<file path="config.mk">
export PLATFORM = sky130hd
export DESIGN_NAME = soc_bus_arbiter_flat
export DESIGN_NICKNAME = d
export VERILOG_FILES = /design/src/rtl/soc_bus_arbiter_pkg.sv /design/src/rtl/soc_bus_arbiter_if.sv /design/src/rtl/soc_bus_arbiter_rr_arb2.sv /design/src/rtl/soc_bus_arbiter.sv /design/src/flat_wrapper.sv
export SDC_FILE = /design/constraint.sdc
export NUM_CORES = 1
export LEC_CHECK = 0
export BUFFER_PORTS_ARGS = -buffer_cell sky130_fd_sc_hd__clkbuf_2
export CAP_MARGIN = 20
export CORE_MARGIN = 2
export CORE_UTILIZATION = 34
export DETAILED_ROUTE_END_ITERATION = 7
export PLACE_DENSITY_LB_ADDON = 0.1
export SLEW_MARGIN = 10
export SYNTH_ARGS = -nofsm -noshare
export SYNTH_HDL_FRONTEND = slang
export SYNTH_SLANG_ARGS = --single-unit
</file>
<file path="constraint.sdc">
create_clock -name clk -period 4.9 [get_ports clk]
set_clock_uncertainty 0.1 [all_clocks]
set_input_delay 0.735 -clock clk [delete_from_list [all_inputs] [get_ports clk]]
set_output_delay 0.735 -clock clk [all_outputs]
set_load 0.05 [all_outputs]
</file>
<file path="src/rtl/soc_bus_arbiter_pkg.sv">
// Shared encodings for the SoC peripheral bus arbiter: FSM states, master ids, counter width.
package soc_bus_arbiter_pkg;
  typedef enum logic [1:0] {
    ST_IDLE   = 2'd0,
    ST_ACCESS = 2'd1,
    ST_DONE   = 2'd2
  } state_e;

  localparam logic M_CPU = 1'b0;
  localparam logic M_DMA = 1'b1;
  localparam int   CNT_W = 4;
endpackage

</file>
<file path="src/rtl/soc_bus_arbiter_if.sv">
// Master-side request/ack signals and decoder-side bus signals of the peripheral bus arbiter.
interface soc_bus_arbiter_if #(
  parameter int DW = 32,
  parameter int AW = 32
);
  logic          m0_req, m0_we, m0_ack;
  logic [AW-1:0] m0_addr;
  logic [DW-1:0] m0_wdata;
  logic          m1_req, m1_we, m1_ack;
  logic [AW-1:0] m1_addr;
  logic [DW-1:0] m1_wdata;
  logic [DW-1:0] m_rdata;
  logic          bus_we;
  logic [AW-1:0] bus_addr;
  logic [DW-1:0] bus_wdata;
  logic [DW-1:0] bus_rdata;
  logic          busy;

  // slave: the arbiter itself; master: masters plus decoder/read-mux environment
  modport slave (
    input  m0_req, m0_we, m0_addr, m0_wdata, m1_req, m1_we, m1_addr, m1_wdata, bus_rdata,
    output m0_ack, m1_ack, m_rdata, bus_we, bus_addr, bus_wdata, busy
  );
  modport master (
    output m0_req, m0_we, m0_addr, m0_wdata, m1_req, m1_we, m1_addr, m1_wdata, bus_rdata,
    input  m0_ack, m1_ack, m_rdata, bus_we, bus_addr, bus_wdata, busy
  );
endinterface

</file>
<file path="src/rtl/soc_bus_arbiter_rr_arb2.sv">
// Combinational 2-way round-robin: on contention the master that did not own the bus last wins.
module soc_bus_arbiter_rr_arb2 (
  input  logic [1:0] req,
  input  logic       last_owner,
  output logic       grant_id,
  output logic       grant_valid
);
  always_comb begin
    grant_valid = |req;
    grant_id    = (req == 2'b11) ? ~last_owner : req[1];
  end
endmodule

</file>
<file path="src/rtl/soc_bus_arbiter.sv">
// Two-master peripheral bus arbiter: latches one transaction, holds it WAIT_CYCLES, single-cycle WE, one-cycle ack.
module soc_bus_arbiter
  import soc_bus_arbiter_pkg::*;
#(
  parameter int DW          = 32,
  parameter int AW          = 32,
  parameter int WAIT_CYCLES = 2
) (
  input logic               clk,
  input logic               rst,
  soc_bus_arbiter_if.slave  bif
);
  state_e             state_q, state_d;
  logic               owner_q, owner_d;
  logic               last_owner_q, last_owner_d;
  logic [CNT_W-1:0]   cnt_q, cnt_d;
  logic               we_q, we_d;
  logic [AW-1:0]      addr_q, addr_d;
  logic [DW-1:0]      wdata_q, wdata_d;
  logic [DW-1:0]      rdata_q, rdata_d;
  logic               gnt_id, gnt_valid;

  soc_bus_arbiter_rr_arb2 u_rr (
    .req         ({bif.m1_req, bif.m0_req}),
    .last_owner  (last_owner_q),
    .grant_id    (gnt_id),
    .grant_valid (gnt_valid)
  );

  // last_owner resets to DMA so the CPU wins the first contention
  always_ff @(posedge clk or posedge rst) begin
    if (rst) begin
      state_q      <= ST_IDLE;
      owner_q      <= M_CPU;
      last_owner_q <= M_DMA;
      cnt_q        <= '0;
      we_q         <= 1'b0;
      addr_q       <= '0;
      wdata_q      <= '0;
      rdata_q      <= '0;
    end else begin
      state_q      <= state_d;
      owner_q      <= owner_d;
      last_owner_q <= last_owner_d;
      cnt_q        <= cnt_d;
      we_q         <= we_d;
      addr_q       <= addr_d;
      wdata_q      <= wdata_d;
      rdata_q      <= rdata_d;
    end
  end

  always_comb begin
    state_d      = state_q;
    owner_d      = owner_q;
    last_owner_d = last_owner_q;
    cnt_d        = cnt_q;
    we_d         = we_q;
    addr_d       = addr_q;
    wdata_d      = wdata_q;
    rdata_d      = rdata_q;
    case (state_q)
      ST_IDLE: if (gnt_valid) begin
        state_d = ST_ACCESS;
        owner_d = gnt_id;
        cnt_d   = CNT_W'(WAIT_CYCLES - 1);
        we_d    = (gnt_id == M_DMA) ? bif.m1_we    : bif.m0_we;
        addr_d  = (gnt_id == M_DMA) ? bif.m1_addr  : bif.m0_addr;
        wdata_d = (gnt_id == M_DMA) ? bif.m1_wdata : bif.m0_wdata;
      end
      ST_ACCESS: begin
        if (cnt_q == '0) begin
          state_d      = ST_DONE;
          last_owner_d = owner_q;
          if (!we_q) rdata_d = bif.bus_rdata;
        end else begin
          cnt_d = cnt_q - 1'b1;
        end
      end
      ST_DONE: state_d = ST_IDLE;
      default: state_d = ST_IDLE;
    endcase
  end

  always_comb begin
    bif.bus_we = (state_q == ST_ACCESS) && (cnt_q == '0) && we_q;
    bif.m0_ack = (state_q == ST_DONE) && (owner_q == M_CPU);
    bif.m1_ack = (state_q == ST_DONE) && (owner_q == M_DMA);
    bif.busy   = (state_q != ST_IDLE);
  end

  assign bif.bus_addr  = addr_q;
  assign bif.bus_wdata = wdata_q;
  assign bif.m_rdata   = rdata_q;
endmodule

</file>
<file path="src/flat_wrapper.sv">
// flat-port wrapper written by rule: the top's interface ports become plain ports
module soc_bus_arbiter_flat import soc_bus_arbiter_pkg::*;
#(
  parameter int DW          = 32,
  parameter int AW          = 32,
  parameter int WAIT_CYCLES = 2
)
  (clk, rst, bif_m0_req, bif_m0_we, bif_m0_addr, bif_m0_wdata, bif_m1_req, bif_m1_we, bif_m1_addr, bif_m1_wdata, bif_bus_rdata, bif_m0_ack, bif_m1_ack, bif_m_rdata, bif_bus_we, bif_bus_addr, bif_bus_wdata, bif_busy);
  soc_bus_arbiter_if #(.DW(DW), .AW(AW)) bif_i ();
  input logic clk;
  input logic rst;
  input wire logic [$bits(bif_i.m0_req)-1:0] bif_m0_req;
  input wire logic [$bits(bif_i.m0_we)-1:0] bif_m0_we;
  input wire logic [$bits(bif_i.m0_addr)-1:0] bif_m0_addr;
  input wire logic [$bits(bif_i.m0_wdata)-1:0] bif_m0_wdata;
  input wire logic [$bits(bif_i.m1_req)-1:0] bif_m1_req;
  input wire logic [$bits(bif_i.m1_we)-1:0] bif_m1_we;
  input wire logic [$bits(bif_i.m1_addr)-1:0] bif_m1_addr;
  input wire logic [$bits(bif_i.m1_wdata)-1:0] bif_m1_wdata;
  input wire logic [$bits(bif_i.bus_rdata)-1:0] bif_bus_rdata;
  output wire logic [$bits(bif_i.m0_ack)-1:0] bif_m0_ack;
  output wire logic [$bits(bif_i.m1_ack)-1:0] bif_m1_ack;
  output wire logic [$bits(bif_i.m_rdata)-1:0] bif_m_rdata;
  output wire logic [$bits(bif_i.bus_we)-1:0] bif_bus_we;
  output wire logic [$bits(bif_i.bus_addr)-1:0] bif_bus_addr;
  output wire logic [$bits(bif_i.bus_wdata)-1:0] bif_bus_wdata;
  output wire logic [$bits(bif_i.busy)-1:0] bif_busy;
  assign bif_i.m0_req = bif_m0_req;
  assign bif_i.m0_we = bif_m0_we;
  assign bif_i.m0_addr = bif_m0_addr;
  assign bif_i.m0_wdata = bif_m0_wdata;
  assign bif_i.m1_req = bif_m1_req;
  assign bif_i.m1_we = bif_m1_we;
  assign bif_i.m1_addr = bif_m1_addr;
  assign bif_i.m1_wdata = bif_m1_wdata;
  assign bif_i.bus_rdata = bif_bus_rdata;
  assign bif_m0_ack = bif_i.m0_ack;
  assign bif_m1_ack = bif_i.m1_ack;
  assign bif_m_rdata = bif_i.m_rdata;
  assign bif_bus_we = bif_i.bus_we;
  assign bif_bus_addr = bif_i.bus_addr;
  assign bif_bus_wdata = bif_i.bus_wdata;
  assign bif_busy = bif_i.busy;
  soc_bus_arbiter #(.DW(DW), .AW(AW), .WAIT_CYCLES(WAIT_CYCLES)) u_core (.clk(clk), .rst(rst), .bif(bif_i));
endmodule
</file>
### After elaboration in Yosys (flattened, before gate mapping)

Cells that the tools add are included.

* bitwise operators: 3
* eq/ne operators: 6
* multiplexer cells: 10
* add/sub/neg operators: 1
* reduce and logical (&&, ||, !) cells: 14

Operators by type and width (number)
* 32-bit 2-to-1 mux: 2
* 4-bit 2-to-1 mux: 2
* 4-bit one-hot mux with 2 select lines: 1
* 2-bit AND reduction: 3
* 3-bit AND reduction: 2
* 2-bit equality test, second input constant: 2
* 1-bit logical AND: 4
* 4-bit zero test: 1
* 2-bit 2-to-1 mux: 2
* 2-bit by 1-bit inequality test with 1-bit output, second input constant: 2
* 2-bit one-hot mux with 2 select lines: 1
* 2-bit nonzero test: 2
* 4-bit by 1-bit subtractor with 4-bit output, second input constant: 1
* 1-bit NOT: 3
* 2-bit by 1-bit equality test with 1-bit output, second input constant: 1
* 2-bit zero test: 1
* 1-bit 2-to-1 mux: 2
* 2-bit inequality test, second input constant: 1
* 2-bit OR reduction: 1

* register bits: 105
* logic and storage cells: 42
* input bits: 166

### Depth between registers and ports, before layout

Gate-level depths: netlist (run 1).

* depth in word-level cells: 3
* gate-level depth with buffers: 7
* gate-level depth less buffers: 5

### Cells and area by module

From an unflattened synthesis (run 1), not the netlist that was laid out.

* cells, all modules: 396
* area, all modules: 4732.0 sq um

By module, submodules not included
* soc_bus_arbiter: instances 1, cells each 394, area each 4718.3 sq um, seq. area each 2628.8 sq um
* soc_bus_arbiter_rr_arb2: instances 1, cells each 2, area each 13.8 sq um, seq. area each 0.0 sq um

### Least setup slack after synthesis (run 1)

Ideal clock, no wire load.

* path kind: flip-flop to output port
* start: register u_core.state_q[0]
* end: output bif_m0_ack
* cell stages (with the launch flop): 2
* arrival time: 1623 ps
* setup slack: 2442 ps
* required time: 4065 ps
* cell sequence: dfrtp_1 nor3b_1

* word-level cells in the longest chain between the ends: 2

RTL lines
* start: declaration: line soc_bus_arbiter.sv:13 `state_e state_q, state_d;`
* start signal: assignment: line soc_bus_arbiter.sv:42 `state_q <= state_d;`
* 2-bit equality test: line soc_bus_arbiter.sv:87 `bif.m0_ack = (state_q == ST_DONE) && (owner_q == M_CPU);`
* 1-bit logical AND: line soc_bus_arbiter.sv:87
* end: declaration: line flat_wrapper.sv:21 `output wire logic [$bits(bif_i.m0_ack)-1:0] bif_m0_ack;`

No other way between the ends.

### Worst setup path in the final report (run 1)

* start: register u_core.cnt_q[0]
* end: output bif_bus_we

* word-level cells in the longest chain between the ends: 3

RTL lines
* start: declaration: line soc_bus_arbiter.sv:16 `logic [CNT_W-1:0] cnt_q, cnt_d;`
* start signal: assignment: line soc_bus_arbiter.sv:45 `cnt_q <= cnt_d;`
* 4-bit zero test: line soc_bus_arbiter.sv:86 `bif.bus_we = (state_q == ST_ACCESS) && (cnt_q == '0) && we_q;`
* 1-bit logical AND (2 in series): line soc_bus_arbiter.sv:86
* end: declaration: line flat_wrapper.sv:24 `output wire logic [$bits(bif_i.bus_we)-1:0] bif_bus_we;`

No other way between the ends.

==> flow_summary.toml, run 1 <==
[worst_setup_path]
cp.arrival_ps = 1970
worstSetupEndpointType = "output pin"
r2r_start = "u_core.cnt_q[0]"
path_class = "reg2out"
critPathSlowestCell = "dfrtp_1"
startpoint_type = "flop"
r2r-end = "u_core.bif.m_rdata[21]"
path_max_fanout = 5
rr_worst_depth = 6
critPathCapture = "bif_bus_we"
required_ps = 4070
critical_path.cell_chain = "inv_1 -> ha_1 -> nor3b_2 -> and3b_2 -> and2_1 -> clkbuf_2"
crit_start = "u_core.cnt_q[0]"
r2r_slack_ps = 2470
max_stage_delay_ps = 400

[place]
routabilityCongestion = 0.7796
portBuffers = 265
dp.cells = 811
place_ws_ps = 1828
post-dp-hpwl_um = 9440

[floorplan]
io_pins = 266
fp.dieW_um = 123.4
die_y_um = 123.4
start_util = 0.3490
dieArea_um2 = 15220
rows = 43
core_area_um2 = 13880

[sta]
finalSetupViolCount = 0
worstMarginPinSlew_ps = 880.9
worst_slack_ps = 2091
relSlewSlack = 0.4127
setup-tns-final_ps = 0
slew_viol_final = 0
hold_viol_final = 0
period_share = 0.5732
rsz0062_at_grt = "false"
timing.fmax_mhz = 356.0
layout_min_cycle_time_ps = 2809

[yosys]
synth_xor_xnor_area_share = 0
synth-seq-cells = 105
synth_top_family_by_area = "multiplexers"
synth_edf_count = 0
netlist_top_cells_area = "dfrtp_1 (54%), mux2i_1 (13%), o21ai_0 (13%)"
postSynthCellCount = 397
ys_seq_area_frac = 0.5426
syn_avg_cell_area_um2 = 12.20
synth_nets = 564
yosys.cell_types.count = 33
synth-compound-area-share = 0.1464
synth_area_um2 = 4845
synth_top_cell_by_area = "dfrtp_1"
async_flop_share = 1.000
yosysWarnings = 0
synth.area.mux_share = 0.2366
synthAdderAreaFrac = 0.002583
synth_top_area_share = 0.5372
synth_ff_type = "dfrtp_1"
synth_simple_gate_area_frac = 0.02583

[final_layout]
final_cell_mix = "clkbuf_2 (265), o21ai_0 (123), dfrtp_1 (104)"
nets = 811
mostFrequentLayoutCell = "clkbuf_2"
syn2layout_area_growth_pct = 35.82
n_antenna_cell = 0
drive_above_1_share = 0.5139
final_cells = 828

[grt]
overflow = 0
grt_usage = 0.1663
grt_pass1_vias = 3879
antenna_found_initial = 0
grt_pass1_wl_um = 19520
grt_max_degree = 70

[cts]
htreeDepth = 3
numCtsBuffers = 9
cts_resized = 0
path_clk_slew_ps = 60
clock_latency_ps = 340
cts_root_buffer = "clkbuf_16"
cts_hold_buffers = 0
postCtsSetupRepairBufs = 0
cts_tree = "built"
cts_sinks = 105
clockBufferDepth = 2

[detailed_routing]
wl_um = 12980
viasPerCell = 4.836
drt-initial-drc-count = 150
dr.pass1.iters = 4
via_count = 4004
remaining_drc_errors = 0
ant_nets = 0
route.detailed.wl_per_inst_um = 15.68

[min_path]
hold_class = "reg2reg"

[outcome]
status = "finished clean"

[run]
cap_violations = 0

[power_and_ir_drop]
leakagePower_nw = 3.557
powerDensity_nw_per_um2 = 814.2
peakVddDrop_mv = 0.3334
[synthesized netlist by cell type, types with 2 or more instances]
master    count
o21ai_1       7
buf_6         3
clkbuf_1     22
mux2i_1      65
a31o_2        2
or2_1         2
mux2_2        4
inv_1         3
o21ai_0     123
dfrtp_1     104
buf_12        3
buf_2         7
mux2_4       30
nor2_1        2
nor3b_1       2
[routing by layer]
layer / GRT usage / routed length [um] / share of wire
met2: 0.2582 / 5840 / 0.45
met5: 0 / 0 / 0
met1: 0.2232 / 5756 / 0.44
met3: 0.04751 / 1181 / 0.091
met4: 0.05469 / 206 / 0.016
[worst min path at each step]
stage	from	endpoint	slack, ps	depth (start not counted)
after floorplan	u_core.we_q	u_core.we_q	380	2
after global placement	u_core.bif.m_rdata[5]	u_core.bif.m_rdata[5]	390	1
after detailed placement	u_core.bif.m_rdata[7]	u_core.bif.m_rdata[7]	390	1
after CTS	u_core.bif.m_rdata[7]	u_core.bif.m_rdata[7]	410	1
after global routing	u_core.bif.m_rdata[8]	u_core.bif.m_rdata[8]	420	1
final	u_core.bif.bus_addr[16]	u_core.bif.bus_addr[16]	410	2
[sequential cells by signal, indices dropped and copies added (netlist names)]
register / flops
u_core.state_q: 2
u_core.cnt_q: 4
u_core.last_owner_q: 1
u_core.bif.bus_wdata: 32
u_core.owner_q: 1
u_core.bif.m_rdata: 32
u_core.bif.bus_addr: 32
u_core.we_q: 1
[through the flow]
stage	util	area [um^2]	hold WS [ps]	power (mW)
after floorplan	-	4845	383.4	3.923
after global placement	0.4489	6231	389.0	4.573
after detailed placement	0.4489	6231	394.0	4.622
after CTS	0.4712	6540	413.5	5.388
after global routing	0.4740	6580	424.6	5.663
final	0.4740	6580	405.8	5.358
[worst max-delay path: cells and delay by family (launching register included)]
family / cells / cell delay [ps]
AND/OR/NAND/NOR: 3 / 680
flip-flops: 1 / 400
buffers and inverters: 2 / 360
adder cells (fa/ha/maj): 1 / 190
[cell type report]
type	count	area (um^2)
fill	1296	7301
sequential	105	2629
multi-input combinational	254	2007
timing repair buffer	271	1396
clock buffer	9	225.2
tap	180	225.2
clock inverter	6	83.83
inverter	3	13.76
[cells by family after synthesis]
kind of cell / after synthesis
adder cells (fa/ha/maj): 1
flip-flops: 105
buffers and inverters: 38
AO/OA/AOI/OAI: 137
multiplexers: 99
AND/OR/NAND/NOR: 17
[report_power, final]
part	total (mW)	internal [mW]	switching (mW)
sequential	1.55	1.31	0.245
clock	0.749	0.443	0.306
combinational	3.05	0.854	2.20
Note: power is estimated with default switching activity, not from simulation.
==> run 2: changes to the inputs <==
==> constraint.sdc (replaced) <==
create_clock -name clk -period 2.7 [get_ports clk]
set_clock_uncertainty 0.1 [all_clocks]
set_input_delay 0.405 -clock clk [delete_from_list [all_inputs] [get_ports clk]]
set_output_delay 0.405 -clock clk [all_outputs]
set_load 0.05 [all_outputs]
==> run 2 against run 1 <==
Against the previous run:
- core utilization is the same
- non-clock buffer count up 4
- power is 79% higher
- critical path type unchanged
- largest cell class unchanged
- highest routed layer unchanged
==> flow_summary.toml, run 2 (same netlist as run 1, synthesis figures left out) <==
[outcome]
status = "finished clean"

[power_and_ir_drop]
p_sw_frac = 0.5219
peakVddDrop_mv = 0.6861
leakagePower_nw = 3.553
p_comb_frac = 0.578
pwr-share-seq = 0.294
pwr-share-clk = 0.127
powerDensity_nw_per_um2 = 1457
switchingPower_mw = 5.002
total_power_mw = 9.585
internal_power_mw = 4.583

[place]
routabilityCongestion = 0.7468
dpl-instance-area_um2 = 6295
dp.cells = 816
portBuffers = 265
post-dp-hpwl_um = 9814

[worst_setup_path]
r2r_start = "u_core.cnt_q[0]"
path_delay_family = "simple AND/OR/NAND/NOR gates"
r2r_slack_ps = 320
rr_worst_depth = 6
critical_path.cell_chain = "inv_1 -> ha_1 -> nor3b_2 -> and3b_2 -> and2_1 -> clkbuf_2"
r2r-end = "u_core.bif.m_rdata[19]"
max_stage_delay_ps = 390
path_class = "reg2out"
path_max_fanout = 5
cp.arrival_ps = 1980
worstSetupEndpointType = "output pin"
critPathSlowestCell = "dfrtp_1"
required_ps = 2190
startpoint_type = "flop"
path_buf_inv = 2

[sta]
worstMarginPinSlew_ps = 644.2
timing.fmax_mhz = 402.4
slew_viol_final = 0
relSlewSlack = 0.5705
layout_min_cycle_time_ps = 2485
whs_ps = 200.7
finalSetupViolCount = 0
rsz0062_at_grt = "false"
setup-tns-final_ps = 0
hold_viol_final = 0
period_share = 0.9205

[detailed_routing]
dr.pass1.iters = 4
route.detailed.wl_per_inst_um = 16.24
ant_nets = 0
remaining_drc_errors = 0
drt-initial-drc-count = 203
wl_um = 13530
via_count = 4079
viasPerCell = 4.897

[min_path]
hold_class = "in2reg"
hp-start = "bif_bus_rdata[23]"
min_to = "u_core.bif.m_rdata[23]"
worstHoldPathCells = 2

[grt]
grt_usage = 0.1749
antenna_found_initial = 0
grt_pass1_wl_um = 20470
grt_pass1_vias = 3995
overflow = 0
grt_max_degree = 90

[floorplan]
dieArea_um2 = 15220
core_area_um2 = 13880
io_pins = 266
fp.dieW_um = 123.4
die_y_um = 123.4
rows = 43
start_util = 0.3490

[cts]
cts_tree = "built"
cts_root_buffer = "clkbuf_16"
numCtsBuffers = 9
cts_sinks = 105
path_clk_slew_ps = 60
htreeDepth = 3
clockBufferDepth = 2
clock_latency_ps = 340

[run]
cap_violations = 0

[final_layout]
final_cell_mix = "clkbuf_2 (265), o21ai_0 (123), dfrtp_1 (104)"
nets = 815
final_cells = 833
regArea_um2 = 2629
drive_above_1_share = 0.5130
mostFrequentLayoutCell = "clkbuf_2"
final_area_um2 = 6580
n_antenna_cell = 0
nFillCells = 1337
syn2layout_area_growth_pct = 35.82
multi_input_area_um2 = 2007
[run 2: routing by layer]
layer,wire length (um),track usage,vias up
li1,-,-,1924
met4,157,0.05753,0
met2,6238,0.2888,202
met3,1236,0.04197,10
met1,5896,0.2251,1943
met5,0,0,-
[run 2: cell type report]
cell class	instances	share of cell area
Sequential cell	105	0.3995
Multi-Input combinational cell	254	0.3050
Timing Repair Buffer	275	0.2172
Clock buffer	13	0.03955
Tap cell	180	0.03423
Clock inverter	3	0.002282
Inverter	3	0.002282
[run 2: worst max-delay path by stage]
stage	start	to	slack, ps	cells past startpoint
3_3_place_gp	u_core.cnt_q[0]	u_core.bif.m_rdata[14]	450	6
3_5_place_dp	u_core.cnt_q[0]	u_core.bif.m_rdata[19]	350	6
5_1_grt	u_core.cnt_q[1]	bif_bus_we	80	6
4_1_cts	u_core.cnt_q[0]	bif_bus_we	200	6
2_1_floorplan	u_core.state_q[0]	bif_m0_ack	570	1
6_report	u_core.cnt_q[0]	bif_bus_we	210	6
[run 2: power groups by stage]
stage / Sequential, mW / Combinational [mW] / Clock (mW)
6_report: 2.82 / 5.54 / 1.22
5_1_grt: 2.93 / 5.91 / 1.33
4_1_cts: 2.83 / 5.61 / 1.26
3_5_place_dp: 2.84 / 5.60 / 0
3_3_place_gp: 2.83 / 5.52 / 0
2_1_floorplan: 5.28 / 1.84 / 0
[run 2: stage by stage]
stage	util	setup WS (ps)
floorplan	-	571.9
global placement	0.4535	454.0
detailed placement	0.4535	353.3
CTS	0.4740	202.2
global route	0.4740	76.59
finish	0.4740	214.6
[run 2: repair_timing]
action / in CTS / in global routing
buffers inserted: 0 / 0
hold buffers: 1 / 0
hold endpoints to repair: 16 / 0
gates resized for setup: 0 / 0
[run 2: worst register-to-register path, cell delays in order (launching register included)]
cell,delay (ps)
dfrtp_1,390
inv_1,90
ha_1,200
nor3b_2,290
or3b_2,480
buf_4,320
mux2_4,390
==> run 3: changes to the inputs <==
--- a/config.mk
+++ b/config.mk
@@ -11,7 +11,7 @@
 export CORE_UTILIZATION = 34
 export DETAILED_ROUTE_END_ITERATION = 7
 export PLACE_DENSITY_LB_ADDON = 0.1
-export SLEW_MARGIN = 10
+export RECOVER_POWER = 25
 export SYNTH_ARGS = -nofsm -noshare
 export SYNTH_HDL_FRONTEND = slang
 export SYNTH_SLANG_ARGS = --single-unit
==> run 3 against run 2 <==
Against the previous run:
- fmax hardly changed
- clock power about the same
- cell area shrank 1.2%
- critical endpoint unchanged
- largest cell class unchanged
==> flow_summary.toml, run 3 (same netlist as run 1, synthesis figures left out) <==
[detailed_routing]
viasPerCell = 4.880
dr.pass1.iters = 5
via_count = 4065
ant_nets = 0
remaining_drc_errors = 0
wl_um = 13590
drt-initial-drc-count = 222
route.detailed.wl_per_inst_um = 16.31

[final_layout]
syn2layout_area_growth_pct = 34.22
nets = 815
nFillCells = 1370
drive_above_1_share = 0.4211
n_antenna_cell = 0
final_cell_mix = "clkbuf_2 (205), o21ai_0 (123), dfrtp_1 (104)"
mostFrequentLayoutCell = "clkbuf_2"

[power_and_ir_drop]
powerDensity_nw_per_um2 = 1457
leakagePower_nw = 3.370
total_power_mw = 9.472
peakVddDrop_mv = 0.6789

[floorplan]
dieArea_um2 = 15220
core_area_um2 = 13880
start_util = 0.3490
rows = 43
io_pins = 266
fp.dieW_um = 123.4
die_y_um = 123.4

[grt]
overflow = 0
grt_pass1_wl_um = 20470
grt_usage = 0.1749
grt_max_degree = 90
antenna_found_initial = 0
grt_pass1_vias = 3995

[worst_setup_path]
r2r_slack_ps = 330
cp.depth = 6
path_delay_family = "simple AND/OR/NAND/NOR gates"
rr_worst_depth = 6
max_stage_delay_ps = 390
startpoint_type = "flop"
path_buf_inv = 2
r2r_start = "u_core.cnt_q[0]"
path_max_fanout = 5
path_class = "reg2out"
critical_path.cell_chain = "inv_1 -> ha_1 -> nor3b_2 -> and3b_2 -> and2_1 -> clkbuf_2"
crit_start = "u_core.cnt_q[0]"
worstSetupEndpointType = "output pin"
r2r-end = "u_core.bif.m_rdata[19]"
cp.arrival_ps = 1980
critPathCapture = "bif_bus_we"
required_ps = 2190
critPathSlowestCell = "dfrtp_1"

[outcome]
status = "finished clean"

[run]
cap_violations = 0

[cts]
postCtsSetupRepairBufs = 0
cts_sinks = 105
path_clk_slew_ps = 60
numCtsBuffers = 9
clockBufferDepth = 2
cts_resized = 0
clock_latency_ps = 330
htreeDepth = 3
cts_root_buffer = "clkbuf_16"
cts_tree = "built"

[place]
post-dp-hpwl_um = 9814
portBuffers = 265
routabilityCongestion = 0.7468

[sta]
setup-tns-final_ps = 0
finalSetupViolCount = 0
hold_viol_final = 0
relSlewSlack = 0.4662
worstMarginPinSlew_ps = 796.3
timing.fmax_mhz = 402.1
layout_min_cycle_time_ps = 2487
rsz0062_at_grt = "false"
slew_viol_final = 0
period_share = 0.9210

[min_path]
hold_class = "in2reg"
run 3: cell counts in the layout (fill, tap and decap cells not counted):
No cell type changed its count.
run 3: how the worst min path moves through the flow:
stage	start	endpoint	slack, ps	depth (start not counted)
global route	bif_bus_rdata[23]	u_core.bif.m_rdata[23]	190	2
detailed placement	rst	u_core.bif.m_rdata[27]	310	2
CTS	bif_bus_rdata[23]	u_core.bif.m_rdata[23]	190	2
finish	bif_bus_rdata[23]	u_core.bif.m_rdata[23]	200	2
floorplan	u_core.we_q	u_core.we_q	380	2
global placement	rst	u_core.bif.m_rdata[27]	310	2
run 3: layout make-up:
| class | count | area, um^2 | share of cell area |
|---|---|---|---|
| Sequential cell | 105 | 2629 | 0.4043 |
| Multi-Input combinational cell | 254 | 2007 | 0.3086 |
| Timing Repair Buffer | 275 | 1354 | 0.2082 |
| Clock buffer | 13 | 260.3 | 0.04002 |
| Tap cell | 180 | 225.2 | 0.03464 |
| Clock inverter | 3 | 15.01 | 0.002309 |
| Inverter | 3 | 12.51 | 0.001924 |
run 3: worst reg2reg max path, cell delays in order (launching register included):
cell and delay (ps):
dfrtp_1 390, inv_1 90, ha_1 200, nor3b_2 290, or3b_2 480, buf_4 320, mux2_4 390
run 3: timing repair:
action / CTS / global route
hold buffers: 1 / 0
setup endpoints to repair: 0 / 0
endpoints found under the hold margin: 16 / 0
run 3: power breakdown:
| group | internal (mW) | switching, mW |
|---|---|---|
| clock | 0.673 | 0.549 |
| combinational | 1.42 | 4.01 |
| sequential | 2.37 | 0.443 |
run 3: metal layers:
layer	wire, um	vias to the layer above	GRT usage
li1	-	1925	-
met1	5952	1934	0.2251
met2	6232	196	0.2888
met3	1245	10	0.04197
met4	157	0	0.05753
met5	0	-	0
run 3: through the flow:
| step | hold slack, ps | utilization | instance area [um^2] | worst slack [ps] | cells |
|---|---|---|---|---|---|
| after floorplan | 383.4 | - | 4848 | 571.9 | 397 |
| after global placement | 308.5 | 0.4535 | 6295 | 454.0 | 816 |
| after detailed placement | 311.6 | 0.4535 | 6295 | 353.3 | 816 |
| after CTS | 185.9 | 0.4740 | 6580 | 202.2 | 833 |
| after global routing | 191.1 | 0.4685 | 6502 | 76.59 | 833 |
| final | 200.7 | 0.4685 | 6502 | 213.3 | 833 |
